[config.mk]
export PLATFORM = sky130hd
export DESIGN_NAME = channel_deinterleaver
export DESIGN_NICKNAME = d
export VERILOG_FILES = /design/src/rtl/channel_deinterleaver.sv
export SDC_FILE = /design/constraint.sdc
export NUM_CORES = 1
export LEC_CHECK = 0
export BUFFER_PORTS_ARGS = -buffer_cell sky130_fd_sc_hd__buf_2
export CORE_MARGIN = 2
export CORE_UTILIZATION = 40
export CTS_CLUSTER_DIAMETER = 100
export DETAILED_ROUTE_END_ITERATION = 16
export GPL_TIMING_DRIVEN = 1
export PLACE_DENSITY = 0.71
export SETUP_SLACK_MARGIN = 0.15
export SYNTH_ARGS = -nofsm -noshare
export SYNTH_HDL_FRONTEND = slang
export SYNTH_SLANG_ARGS = --single-unit
[constraint.sdc]
create_clock -name clk -period 2.4 [get_ports clk]
set_clock_uncertainty 0.05 [all_clocks]
set_input_delay 0.12 -clock clk [delete_from_list [all_inputs] [get_ports clk]]
set_output_delay 0.12 -clock clk [all_outputs]
set_load 0.005 [all_outputs]
[src/rtl/channel_deinterleaver.sv]
// Reassembles a serial 4-word channel stream into one parallel group per pixel, flagging groups whose in_last marker is misaligned.
// Optional error counter (err_count/err_clr) is built when DEINTLV_ERR_CNT_EN is defined.
module channel_deinterleaver #(
   parameter int DATA_WIDTH   = 16,
   parameter int NUM_CHANNELS = 4,
   parameter int IDX_W        = 2
) (
   input  logic                  clk,
   input  logic                  rst_n,
   input  logic [DATA_WIDTH-1:0] in_data,
   input  logic                  in_valid,
   input  logic                  in_last,
   output logic                  in_ready,
   output logic [DATA_WIDTH-1:0] out_ch0,
   output logic [DATA_WIDTH-1:0] out_ch1,
   output logic [DATA_WIDTH-1:0] out_ch2,
   output logic [DATA_WIDTH-1:0] out_ch3,
   output logic                  out_valid,
   input  logic                  out_ready,
   output logic                  err_align
`ifdef DEINTLV_ERR_CNT_EN
   ,
   input  logic                  err_clr,
   output logic [15:0]           err_count
`endif
);

   typedef enum logic {
      COLLECT = 1'b0,
      HOLD    = 1'b1
   } state_e;

   localparam logic [IDX_W-1:0] LAST_IDX = IDX_W'(NUM_CHANNELS - 1);

   state_e                  state_q, state_d;
   logic [IDX_W-1:0]        idx_q, idx_d;
   logic [DATA_WIDTH-1:0]   asm_q [NUM_CHANNELS];
   logic [DATA_WIDTH-1:0]   asm_d [NUM_CHANNELS];
   logic [DATA_WIDTH-1:0]   out_q [NUM_CHANNELS];
   logic [DATA_WIDTH-1:0]   out_d [NUM_CHANNELS];
   logic                    outValid_q, outValid_d;
   logic                    errAlign_q, errAlign_d;

   logic                    accept;
   logic                    atLastIdx;
   logic                    outFree;

   assign in_ready  = (state_q == COLLECT);
   assign accept    = in_valid & in_ready;
   assign atLastIdx = (idx_q == LAST_IDX);
   assign outFree   = ~outValid_q | out_ready;

   // A completed group goes straight to the output bank when it is free; otherwise it parks in asm and HOLD stalls input.
   always_comb begin
      state_d    = state_q;
      idx_d      = idx_q;
      asm_d      = asm_q;
      out_d      = out_q;
      outValid_d = outValid_q;
      errAlign_d = 1'b0;

      if (outValid_q && out_ready) begin
         outValid_d = 1'b0;
      end

      case (state_q)
         COLLECT: begin
            if (accept) begin
               if (in_last && !atLastIdx) begin
                  errAlign_d = 1'b1;
                  idx_d      = '0;
               end else if (!atLastIdx) begin
                  asm_d[idx_q] = in_data;
                  idx_d        = idx_q + 1'b1;
               end else begin
                  errAlign_d      = ~in_last;
                  idx_d           = '0;
                  asm_d[LAST_IDX] = in_data;
                  if (outFree) begin
                     for (int i = 0; i < NUM_CHANNELS - 1; i++) begin
                        out_d[i] = asm_q[i];
                     end
                     out_d[NUM_CHANNELS-1] = in_data;
                     outValid_d            = 1'b1;
                  end else begin
                     state_d = HOLD;
                  end
               end
            end
         end
         HOLD: begin
            if (out_ready) begin
               out_d      = asm_q;
               outValid_d = 1'b1;
               state_d    = COLLECT;
            end
         end
         default: begin
            state_d = COLLECT;
         end
      endcase
   end

   always_ff @(posedge clk or negedge rst_n) begin
      if (!rst_n) begin
         state_q    <= COLLECT;
         idx_q      <= '0;
         outValid_q <= 1'b0;
         errAlign_q <= 1'b0;
         for (int i = 0; i < NUM_CHANNELS; i++) begin
            asm_q[i] <= '0;
            out_q[i] <= '0;
         end
      end else begin
         state_q    <= state_d;
         idx_q      <= idx_d;
         outValid_q <= outValid_d;
         errAlign_q <= errAlign_d;
         for (int i = 0; i < NUM_CHANNELS; i++) begin
            asm_q[i] <= asm_d[i];
            out_q[i] <= out_d[i];
         end
      end
   end

   assign out_ch0   = out_q[0];
   assign out_ch1   = out_q[1];
   assign out_ch2   = out_q[2];
   assign out_ch3   = out_q[3];
   assign out_valid = outValid_q;
   assign err_align = errAlign_q;

`ifdef DEINTLV_ERR_CNT_EN
   logic [15:0] errCount_q, errCount_d;

   // Clear wins over a coincident increment; the count sticks at all-ones.
   always_comb begin
      errCount_d = errCount_q;
      if (err_clr) begin
         errCount_d = '0;
      end else if (errAlign_q && (errCount_q != 16'hFFFF)) begin
         errCount_d = errCount_q + 16'd1;
      end
   end

   always_ff @(posedge clk or negedge rst_n) begin
      if (!rst_n) begin
         errCount_q <= '0;
      end else begin
         errCount_q <= errCount_d;
      end
   end

   assign err_count = errCount_q;
`endif

endmodule

# Word-level counts from Yosys, hierarchy flattened
# Index checks and enable logic that the tools add are counted.
word_totals:
  reg_bits: 133
  in_bits: 21
  output_inout_bits: 67
op_classes:
  n_addsub: 1
  n_lt_le_gt_ge: 2
  n_eq_ne: 6
  muxes: 29
  bitwise_logic: 8
  reduce_logical: 8
op_table:
  columns: ["op", "count"]
  rows:
  - ["$mux 64", 5]
  - ["$pmux 64 s2", 1]
  - ["$bwmux 64", 1]
  - ["$demux 16 s2", 1]
  - ["$mux 16", 2]
  - ["$mux 1", 15]
  - ["$ne 2x1->1 const B", 3]
  - ["$not 1->1", 5]
  - ["$reduce_and 5->1", 1]
  - ["$mux 2", 2]
  - ["$ne 2x2->1 const B", 2]
  - ["$pmux 1 s2", 2]
  - ["$reduce_and 4->1", 1]
  - ["$ge 3x3->1 const B", 1]
  - ["$logic_and 1x1->1", 3]
  - ["$lt 3x1->1 const B", 1]
  - ["$not 2->3", 1]
  - ["$reduce_and 3->1", 1]
  - ["$add 2x1->2 const B", 1]
  - ["$eq 2x2->1 const B", 1]
  - ["$reduce_and 2->1", 1]
  - ["$and 1x1->1", 1]
  - ["$logic_not 1->1", 1]
  - ["$or 1x1->1", 1]

# Logic depth before layout (Yosys ltp)
depth:
  ltp_word: 7
  depth_mapped: 7

# Worst setup path before layout
# Ideal clock, no wire load.
synth_timing:
  path_type: "register -> register"
  start: "register idx_q[0]"
  end: "register out_q, in the netlist out_ch0[15]"
  setup_ns: 0.125
  t_arrival_ns: 1.928
  path_slack_ns: 0.297
  stages_incl_launch_ff: 8
  period_less_slack_ns: 2.103
  cell_sequence: "dfrtp_1 ha_1 inv_1 ha_1 and3b_1 o22ai_2 buf_4 mux2_2"
synth_via:
  elab_chain_cells: 5
  elab_cells_between_ends: 6
synth_rtl:
  columns: ["item", "line_no", "rtl"]
  rows:
  - ["from (decl)", "36", "logic [IDX_W-1:0] idx_q, idx_d;"]
  - ["from (signal assigned)", "116", "idx_q <= idx_d;"]
  - ["$eq 2x2->1 *", "50", "assign atLastIdx = (idx_q == LAST_IDX);"]
  - ["$logic_not 1->1", null, null]
  - ["$logic_and 1x1->1", "69", "if (in_last && !atLastIdx) begin"]
  - ["$ne 2x2->1 (no source line)", null, null]
  - ["$reduce_and 5->1 (no source line) *", null, null]
  - ["to (signal, indexed assignment)", "121", "out_q[i] <= out_d[i];"]
  - ["to (decl)", "39", "logic [DATA_WIDTH-1:0] out_q [NUM_CHANNELS];"]
# Every way passes the cells marked *; elsewhere a longest branch is shown, timed or not.
# A chain may end at the register's enable or synchronous reset.

# Final worst setup path
layout_timing:
  start: "register idx_q[1]"
  end: "register out_q, in the netlist out_ch0[5]"
# Same word-level chain as after synthesis.

==> run metrics <==
outcome=complete, no violations; DR vias/cell=4.84; pre-CTS setup slack=184 ps; final setup vio count=0; Slew Viols, Final=0; Seq/Total Area, Yosys=62.3%; Synthesized Nets=388; design area=6900 sq um; CP Launch Type=flop; final cell count without fillers=670; hold_sp=in_last; reg2reg start=idx_q[1]$_DFFE_PN0N_; clock share of power=32.6%; die height=120 um; final setup margin=237 ps; Worst Reg-to-Reg Cells=8; crit path kind=reg -> reg; P_leak=3.32 nW; initial antenna violation count=0; Core Area=13100 sq um; Routed WL per cell=16.7 um; P_sw=1.93 mW; worst endpoint required time=2640 ps; Diodes inserted=0; vias in the first global route=3483; VDD IR max=497 uV; commonest non-fill, non-tap cell in the layout=dfrtp_1; nature of the critical path endpoint=flop; clock root buffer=clkbuf_16; most frequent cells in the layout=133 x dfrtp_1, 123 x mux2_2, 86 x buf_2, 32 x nand2_1, 19 x dlygate4sd3_1; die area=14300 sq um; WP data arrival=2400 ps; Hold Path Class=in -> reg; width of the die=120 um; largest net degree at the start of global routing=67; Inserted Clock Buffers=17; worst r2r dst=out_ch0[5]$_DFFE_PN0P_; drt drc=0; total power=7.77 mW; Avg Inst Size Synth=14.9 sq um; CP delay by family, top=flip-flops; Skew-Pair Late Insertion Delay=410 ps; critical path's slowest cell=dfrtp_1; Initial Util=40.7%; Placed Area=6040 sq um; Routed Antenna Nets=0; H-tree depth=4; power per cell area=1130 nW/um^2; CP Cell Sequence=ha_2 > inv_2 > ha_1 > and3b_1 > o22ai_4 > buf_12 > buf_16 > mux2_2; fin crit share=90.1%; remaining global-route overflow=0; first-pass iteration count of the detailed router=4; Routability Congestion=0.761; Post-DP HPWL=7.05 mm; mapped cell area=5340 sq um; sequential share of power=45.9%; synthesized instance count=359; Final Util=52.5%; site row count=42; final worst path period need=2160 ps; Rel. slew slack=49.6%; maxcap violations=0; vias after detailed routing=3244; R2R Setup Slk=240 ps; clk buf depth=2; Syn-to-layout area delta=29.1%; Synth warnings=0; I/O pin count=88; Starting DRT DRC Count=112; worst slew pin tran=755 ps; Placed Instances=617; Hold Path Depth=4; switch share=24.9%; CP max stage delay=420 ps; CTS sink cnt=133; first-pass GRT wire length=17.9 mm; WHS Endpoint=err_align$_DFF_PN0_; GRT Overall Usage=16.5%; Critical Path Fanout Max=23; port buffer count=87; Nets=513; Synth Register Bits=133; Fin. Hold Viols=0; RSZ-0062 raised after global routing=false; layout cell share with drive strength beyond 1=52.2%; Worst-path clk slew=50 ps; CTS tree=yes; Comb pwr share=21.5%; synth unique cells=22; FMAX=462 MHz; Total Wirelength=11.2 mm; WP buf/inv=3; sum of negative setup slack=0 ps; Int Power=5.84 mW; final hold slack=114 ps
-- worst max path at each step --
| stage | cells after the start | slack (ps) | start | end |
|---|---|---|---|---|
| 6_report | 8 | 240 | idx_q[1]$_DFFE_PN0N_ | out_ch0[5]$_DFFE_PN0P_ |
| 5_1_grt | 8 | 140 | idx_q[1]$_DFFE_PN0N_ | out_ch2[7]$_DFFE_PN0P_ |
| 4_1_cts | 7 | 170 | idx_q[0]$_DFFE_PN0N_ | out_ch0[6]$_DFFE_PN0P_ |
| 3_5_place_dp | 7 | 180 | idx_q[0]$_DFFE_PN0N_ | out_ch0[6]$_DFFE_PN0P_ |
| 3_3_place_gp | 7 | 270 | idx_q[0]$_DFFE_PN0N_ | out_ch0[7]$_DFFE_PN0P_ |
| 2_1_floorplan | 7 | 300 | idx_q[0]$_DFFE_PN0N_ | out_ch0[15]$_DFFE_PN0P_ |
-- power groups by stage --
stage	logic, mW	registers (mW)	clock network [mW]
final	1.67	3.57	2.53
after global routing	1.84	3.69	2.70
after CTS	1.68	3.59	2.59
after detailed placement	1.65	3.62	0
after global placement	1.60	3.56	0
after floorplan	0.904	3.55	0
-- state kept, by name (all words and copies together) (netlist names) --
register / count
err_align: 1
out_ch2: 16
state_q: 1
idx_q: 2
out_ch3: 16
out_valid: 1
out_ch1: 16
out_ch0: 16
asm_q: 64
-- cells in the mapped netlist --
| cell | number | area [sq um] |
|---|---|---|
| a32oi_1 | 1 | 8.76 |
| a41oi_1 | 1 | 8.76 |
| and2_1 | 1 | 6.26 |
| and3b_1 | 1 | 8.76 |
| buf_2 | 2 | 10.0 |
| buf_4 | 8 | 60.1 |
| clkbuf_1 | 7 | 26.3 |
| dfrtp_1 | 133 | 3330 |
| ha_1 | 8 | 100 |
| inv_1 | 7 | 26.3 |
| mux2_1 | 5 | 56.3 |
| mux2_2 | 123 | 1390 |
| mux2i_1 | 1 | 10.0 |
| nand2_1 | 32 | 120 |
| nand3_1 | 2 | 10.0 |
| nand3_2 | 1 | 10.0 |
| nand3_4 | 2 | 35.0 |
| nand4bb_1 | 1 | 11.3 |
| nor2_1 | 3 | 11.3 |
| nor2b_1 | 1 | 6.26 |
| o21ai_0 | 18 | 90.1 |
| o22ai_2 | 1 | 12.5 |
-- final cells by class --
type	count	area [sq um]
fillers	1139	6240
flip-flops and latches	133	3330
multi-input cells	202	1910
repair buffers	123	846
clock buffers	24	472
well taps	176	220
clock inverters	5	100
inverters	7	26.3
-- worst reg2reg max path, delay by kind of cell (launching register included) --
family | cells | cell delay (ps)
buffers and inverters | 3 | 410
AO/OA/AOI/OAI | 1 | 200
AND/OR/NAND/NOR | 1 | 210
adder cells (fa/ha/maj) | 2 | 390
multiplexers | 1 | 370
flip-flops | 1 | 420
-- logic make-up (layout without fill, tap and decap cells) --
group | after synthesis | in the layout | share of synthesized area [%]
AOI/OAI and AO/OA | 21 | 21 | 2.25
adders and majority gates | 8 | 8 | 1.87
buffers and inverters | 24 | 159 | 2.30
DFF | 133 | 133 | 62.3
muxes | 129 | 129 | 27.2
and+or+nand+nor | 44 | 44 | 4.10
-- layer usage --
metal  part of all wire (%)  GRT usage [%]  vias up
met1                     44           20.5     1660
met3                    4.3           6.04       14
li1                       -              -     1505
met2                     50           26.5       65
met4                    1.3           5.66        0
met5                      0              0        -
-- timing repair --
| item | in CTS | in global routing |
|---|---|---|
| setup endpoints to repair | 0 | 55 |
| buffers inserted | 0 | 3 |
| endpoints found under the hold margin | 128 | 0 |
| resized for setup | 0 | 5 |
| hold buffers | 19 | 0 |
Power figures use the tool's default switching activity.
